$ cat src/rtl/idli_uart_tx_m.sv
// Nibble-fed UART transmitter. Two nibbles (low first) form a byte. The byte
// goes into a 2-entry FIFO. An 8N1 serializer drains the FIFO, and each bit
// lasts BAUD_DIV clocks.
//
// state | meaning
// ------+-----------------------------------------------
// IDLE  | line high, waiting for a byte in the FIFO
// START | start bit (low) for BAUD_DIV cycles
// DATA  | 8 data bits, LSB first, BAUD_DIV cycles each
// STOP  | stop bit (high); chains straight into START
module idli_uart_tx_m #(
   parameter int BAUD_DIV = 16
) (
   input  logic       i_utx_gck,
   input  logic       i_utx_rst_n,
   input  logic [3:0] i_utx_data,
   input  logic       i_utx_vld,
   output logic       o_utx_acp,
   output logic       o_utx_tx,
   output logic       o_utx_busy
);

   localparam int             BW        = $clog2(BAUD_DIV);
   localparam logic [BW-1:0]  BAUD_LOAD = BW'(BAUD_DIV - 1);

   typedef enum logic [1:0] {ST_IDLE, ST_START, ST_DATA, ST_STOP} state_t;

   state_t        state, state_nxt;
   logic [3:0]    stage;
   logic          half;
   logic [7:0]    fifo_q [2];
   logic          wr_ptr, rd_ptr;
   logic [1:0]    count;
   logic [7:0]    shift, shift_nxt;
   logic [BW-1:0] baud_cnt, baud_nxt;
   logic [2:0]    bit_idx, bit_nxt;
   logic          tx_q, tx_nxt;
   logic          xfer, push, pop, baud_tc;

   // Handshake decode. While a low nibble is staged, the FIFO always has room,
   // so a push can never hit a full FIFO.
   always_comb begin
      o_utx_acp  = half | (count < 2'd2);
      xfer       = i_utx_vld & o_utx_acp;
      push       = xfer & half;
      baud_tc    = (baud_cnt == '0);
      o_utx_tx   = tx_q;
      o_utx_busy = (state != ST_IDLE) | (count != 2'd0) | half;
   end

   // Serializer next-state logic; the baud down-counter reloads at every bit boundary.
   always_comb begin
      state_nxt = state;
      baud_nxt  = baud_cnt;
      bit_nxt   = bit_idx;
      shift_nxt = shift;
      tx_nxt    = tx_q;
      pop       = 1'b0;
      case (state)
         ST_IDLE: begin
            tx_nxt = 1'b1;
            if (count != 2'd0) begin
               pop       = 1'b1;
               shift_nxt = fifo_q[rd_ptr];
               state_nxt = ST_START;
               tx_nxt    = 1'b0;
               baud_nxt  = BAUD_LOAD;
            end
         end
         ST_START: begin
            if (baud_tc) begin
               state_nxt = ST_DATA;
               tx_nxt    = shift[0];
               bit_nxt   = 3'd0;
               baud_nxt  = BAUD_LOAD;
            end else begin
               baud_nxt = baud_cnt - 1'b1;
            end
         end
         ST_DATA: begin
            if (baud_tc) begin
               baud_nxt = BAUD_LOAD;
               bit_nxt  = bit_idx + 3'd1;
               if (bit_idx == 3'd7) begin
                  state_nxt = ST_STOP;
                  tx_nxt    = 1'b1;
               end else begin
                  shift_nxt = {1'b0, shift[7:1]};
                  tx_nxt    = shift[1];
               end
            end else begin
               baud_nxt = baud_cnt - 1'b1;
            end
         end
         ST_STOP: begin
            if (baud_tc) begin
               if (count != 2'd0) begin
                  pop       = 1'b1;
                  shift_nxt = fifo_q[rd_ptr];
                  state_nxt = ST_START;
                  tx_nxt    = 1'b0;
                  baud_nxt  = BAUD_LOAD;
               end else begin
                  state_nxt = ST_IDLE;
               end
            end else begin
               baud_nxt = baud_cnt - 1'b1;
            end
         end
         default: state_nxt = ST_IDLE;
      endcase
   end

   // State, staging and FIFO registers; reset drops any pending data.
   always_ff @(posedge i_utx_gck) begin
      if (!i_utx_rst_n) begin
         state     <= ST_IDLE;
         stage     <= 4'd0;
         half      <= 1'b0;
         fifo_q[0] <= 8'd0;
         fifo_q[1] <= 8'd0;
         wr_ptr    <= 1'b0;
         rd_ptr    <= 1'b0;
         count     <= 2'd0;
         shift     <= 8'd0;
         baud_cnt  <= '0;
         bit_idx   <= 3'd0;
         tx_q      <= 1'b1;
      end else begin
         state    <= state_nxt;
         shift    <= shift_nxt;
         baud_cnt <= baud_nxt;
         bit_idx  <= bit_nxt;
         tx_q     <= tx_nxt;
         if (xfer) begin
            if (!half) stage <= i_utx_data;
            half <= ~half;
         end
         if (push) begin
            fifo_q[wr_ptr] <= {i_utx_data, stage};
            wr_ptr         <= ~wr_ptr;
         end
         if (pop) rd_ptr <= ~rd_ptr;
         case ({push, pop})
            2'b10:   count <= count + 2'd1;
            2'b01:   count <= count - 2'd1;
            default: count <= count;
         endcase
      end
   end

endmodule

$ cat config.mk
export PLATFORM = sky130hd
export DESIGN_NAME = idli_uart_tx_m
export DESIGN_NICKNAME = d
export VERILOG_FILES = /design/src/rtl/idli_uart_tx_m.sv
export SDC_FILE = /design/constraint.sdc
export NUM_CORES = 1
export LEC_CHECK = 0
export CAP_MARGIN = 20
export CORE_MARGIN = 3
export CORE_UTILIZATION = 64
export DETAILED_ROUTE_END_ITERATION = 16
export GPL_ROUTABILITY_DRIVEN = 0
export PLACE_DENSITY = 0.89
export SLEW_MARGIN = 20
export SYNTH_ARGS = -nofsm -noshare
export SYNTH_HDL_FRONTEND = slang
export SYNTH_SLANG_ARGS = --single-unit
$ cat constraint.sdc
create_clock -name i_utx_gck -period 3.7 [get_ports i_utx_gck]
set_clock_uncertainty 0.1 [all_clocks]
set_input_delay 0.555 -clock i_utx_gck [delete_from_list [all_inputs] [get_ports i_utx_gck]]
set_output_delay 0.555 -clock i_utx_gck [all_outputs]
set_load 0.01 [all_outputs]
==> results.md <==
* TritonCTS Sinks at 44
* Placed Instance Area at 2330 µm²
* Cell with the most instances after synthesis: dfxtp_1
* Setup violators final at 0
* First-pass GRT wire length at 7376 µm
* Worst-case vdd ir drop at 571.7 µV
* Hold path startpoint: shift[3]$_SDFFE_PN0P_
* Max Transition Viols Final at 0
* First DRT Iteration DRCs at 134
* Post-synth top cells: dfxtp_1 (28), and2_1 (18), nand2_1 (18), o21ai_0 (18), edfxtp_1 (16)
* Busiest grt layer: met2
* WL final at 4225 µm
* DRC Markers at 0
* GR Layer Usage met1 at 26.53%
* HPWL after DPL at 3101 µm
* FF-to-FF setup slack at 0.97 ns
* Psw at 0.0006489 W
* Hold Crit Depth at 2
* Via count at 1613
* Dpl ws at 1.009 ns
* Mux cell area share after synthesis at 6.711%
* Least-Margin Pin Slew at 1.030 ns
* Unrepaired setup endpoints after global routing: no
* Post-synthesis sequential area ratio at 46.53%
* Slowest cell on the critical path: nor3b_2
* Distinct cell type count after synthesis at 46
* Fin nets at 241
* Fin. Hold Viols at 0
* IO Count at 10
* Starting Density at 69.84%
* Worst skew pair latency at 0.36 ns
* IO buf count at 9
* Synth async-reset ratio at 0%
* Crit. End Element: flop
* FF-to-FF End: count[1]$_SDFFE_PN0P_
* Reg2reg start: baud_cnt[0]$_SDFF_PN0_
* Inserted Diodes at 0
* Post-synthesis compound-gate area fraction at 16.50%
* Max-cap violations at 0
* Startpoint types: flop
* Clock Path Buffers at 2
* Main combinational cell family by area after synthesis: simple AND/OR/NAND/NOR gates
* Slowest stage delay, CP at 0.49 ns
* Critical path cell sequence: inv_1 > ha_1 > nor3b_2 > a21oi_1 > nor3_2 > ha_1 > or3_1 > a21boi_0
* Die span in x at 65.13 µm
* Synth Area in Adders at 5.034%
* Logic gate share of total power at 43.7%
* CP Class: reg -> reg
* CTS root buffer: clkbuf_4
* Post-synth top area share at 25.06%
* Cell area after layout at 2386 µm²
* Share of cells above drive strength 1 at 7.522%
* TNS Setup at 0 ns
* Clock transition at path regs at 0.13 ns
* Leading area contributor after synthesis: dfxtp_1
* Hold slack at 0.3758 ns
* Mapped cell area at 2237 µm²
* Tmin final at 2.734 ns
* Layout area overhead at 6.656%
* Vias in the first global route at 1583
* CTS tree: done
* Xor/xnor share of the synthesized area at 1.174%
* Syn_nets at 236
* DR WL/cell at 15.65 µm
* Post-CTS resize count at 0
* Antenna viol nets, final at 0
* GR Util met3 at 7.350%
* Switch share at 40.35%
* Clk pwr share at 14.5%
* Cell mode on critical path: ha_1
* Core ar. at 3203 µm²
* Final WS setup at 0.9657 ns
* Cts bufs inserted at 5
* Critical path peak fanout at 9
* Initial antenna violation count at 0
* Seq cells post-synth at 44
* Arrival time worst endpoint at 2.93 ns
* Simple-gate share of the synthesized area at 20.19%
* DIE AREA at 4241 µm²
* Setup Fix Bufs, Post-CTS at 0
* Part of the cycle the worst path needs at 73.90%
* Vias per cell at 5.974
* R2r worst-path depth at 8
* Cell count after synthesis at 220
* Prevailing post-synth register cell: dfxtp_1
* Total GRT Usage at 22.85%
* F_max at 0.3657 GHz
* Pre-antenna DRT Iters at 4
* Rows at 20
* Met2 Use GR at 38.19%
* Largest net degree at the start of global routing at 27
* # H-tree levels at 2
* Pwr/cell area at 673.9 nW/µm²
* Grt ovf at 0
* Slew headroom at 30.62%
* Internal at 0.0009592 W
* Status: completed
* Leak at 0.8549 nW
* Hold Path End: shift[3]$_SDFFE_PN0P_
* Hold_buf cts at 0
* Synth Warn # at 0
* Top post-synthesis cells by area: dfxtp_1 (25%), edfxtp_1 (21%), mux2i_1 (6.7%)
* Flop pwr share at 41.9%
* Number of synthesized flops with an enable pin at 16
* Syn Area/Cell at 10.17 µm²
* Die Y at 65.13 µm
* FILL cells at 245
* Worst Hold Class: reg -> reg
* CP required at 3.90 ns
==> critical path: cells and delay by family (launching register included) <==
kind | cells | cell delay (ns)
AOI/OAI and AO/OA | 2 | 0.35
adders and majority gates | 2 | 0.54
buffers and inverters | 1 | 0.07
DFF | 1 | 0.37
and+or+nand+nor | 3 | 1.23
==> per-stage QoR <==
stage | instances | util, % | total power, W
after floorplan | 220 | - | 0.001213
after global placement | 262 | 72.73 | 0.001326
after detailed placement | 262 | 72.73 | 0.001372
after CTS | 270 | 74.49 | 0.001603
after global routing | 270 | 74.49 | 0.001725
final | 270 | 74.49 | 0.001608
==> power groups by stage <==
stage               registers (W)  logic (W)  clock network [W]
global placement         0.000673   0.000652                  0
global route             0.000687   0.000779           0.000259
finish                   0.000673   0.000702           0.000233
detailed placement       0.000682   0.000690                  0
floorplan                0.000645   0.000568                  0
CTS                      0.000672   0.000694           0.000238
==> state kept, by name, summed over array words and instances, names as in the netlist, named ones only <==
signal and flops:
bit_idx 3, state 2, fifo_q 16, wr_ptr 1, count 2, o_utx_tx 1, half 1, rd_ptr 1
stage 4, baud_cnt 4, shift 8
==> cell families (layout without fill, tap and decap cells) <==
group	after synthesis	count (layout)
AND/OR/NAND/NOR	79	79
AO/OA/AOI/OAI	51	51
flip-flops	44	44
buffers and inverters	19	25
multiplexers	15	15
adder cells (fa/ha/maj)	9	9
XOR/XNOR	3	3
==> worst max path at each step <==
stage,from,end,depth (start not counted),slack (ns)
2_1_floorplan,baud_cnt[0]$_SDFF_PN0_,count[1]$_SDFFE_PN0P_,8,1.39
3_3_place_gp,baud_cnt[0]$_SDFF_PN0_,count[1]$_SDFFE_PN0P_,8,1.24
3_5_place_dp,baud_cnt[0]$_SDFF_PN0_,count[1]$_SDFFE_PN0P_,8,1.01
4_1_cts,baud_cnt[0]$_SDFF_PN0_,count[1]$_SDFFE_PN0P_,8,0.96
5_1_grt,baud_cnt[0]$_SDFF_PN0_,count[1]$_SDFFE_PN0P_,8,0.69
6_report,baud_cnt[0]$_SDFF_PN0_,count[1]$_SDFFE_PN0P_,8,0.97
==> placed cells by master, fill, tap and decap left out, types with 5 or more instances in the layout <==
| cell type | instances |
|---|---|
| dfxtp_1 | 28 |
| nand2_1 | 18 |
| o21ai_0 | 18 |
| and2_1 | 18 |
| edfxtp_1 | 16 |
| mux2i_1 | 15 |
| ha_1 | 9 |
| clkdlybuf4s50_1 | 9 |
| nand3_1 | 8 |
| a21boi_1 | 8 |
| inv_1 | 7 |
| nor2_1 | 6 |
| nor2b_1 | 6 |
| nand2b_1 | 5 |
| clkbuf_4 | 5 |
==> final cells by class <==
type                    count  area, µm²  share of cell area [%]
repair buffers             10      97.59                   4.090
clock inverters             3      18.77                  0.7866
multi-input cells         157       1110                   46.51
well taps                  44      55.05                   2.307
clock buffers               5      37.54                   1.573
flip-flops and latches     44       1041                   43.63
inverters                   7      26.28                   1.101
==> metal layers <==
layer,part of all wire (%),up-vias
met4,2.4,0
li1,-,805
met1,42,745
met2,50,53
met3,5.6,10
met5,0,-
(Power assumes the default switching activity.)
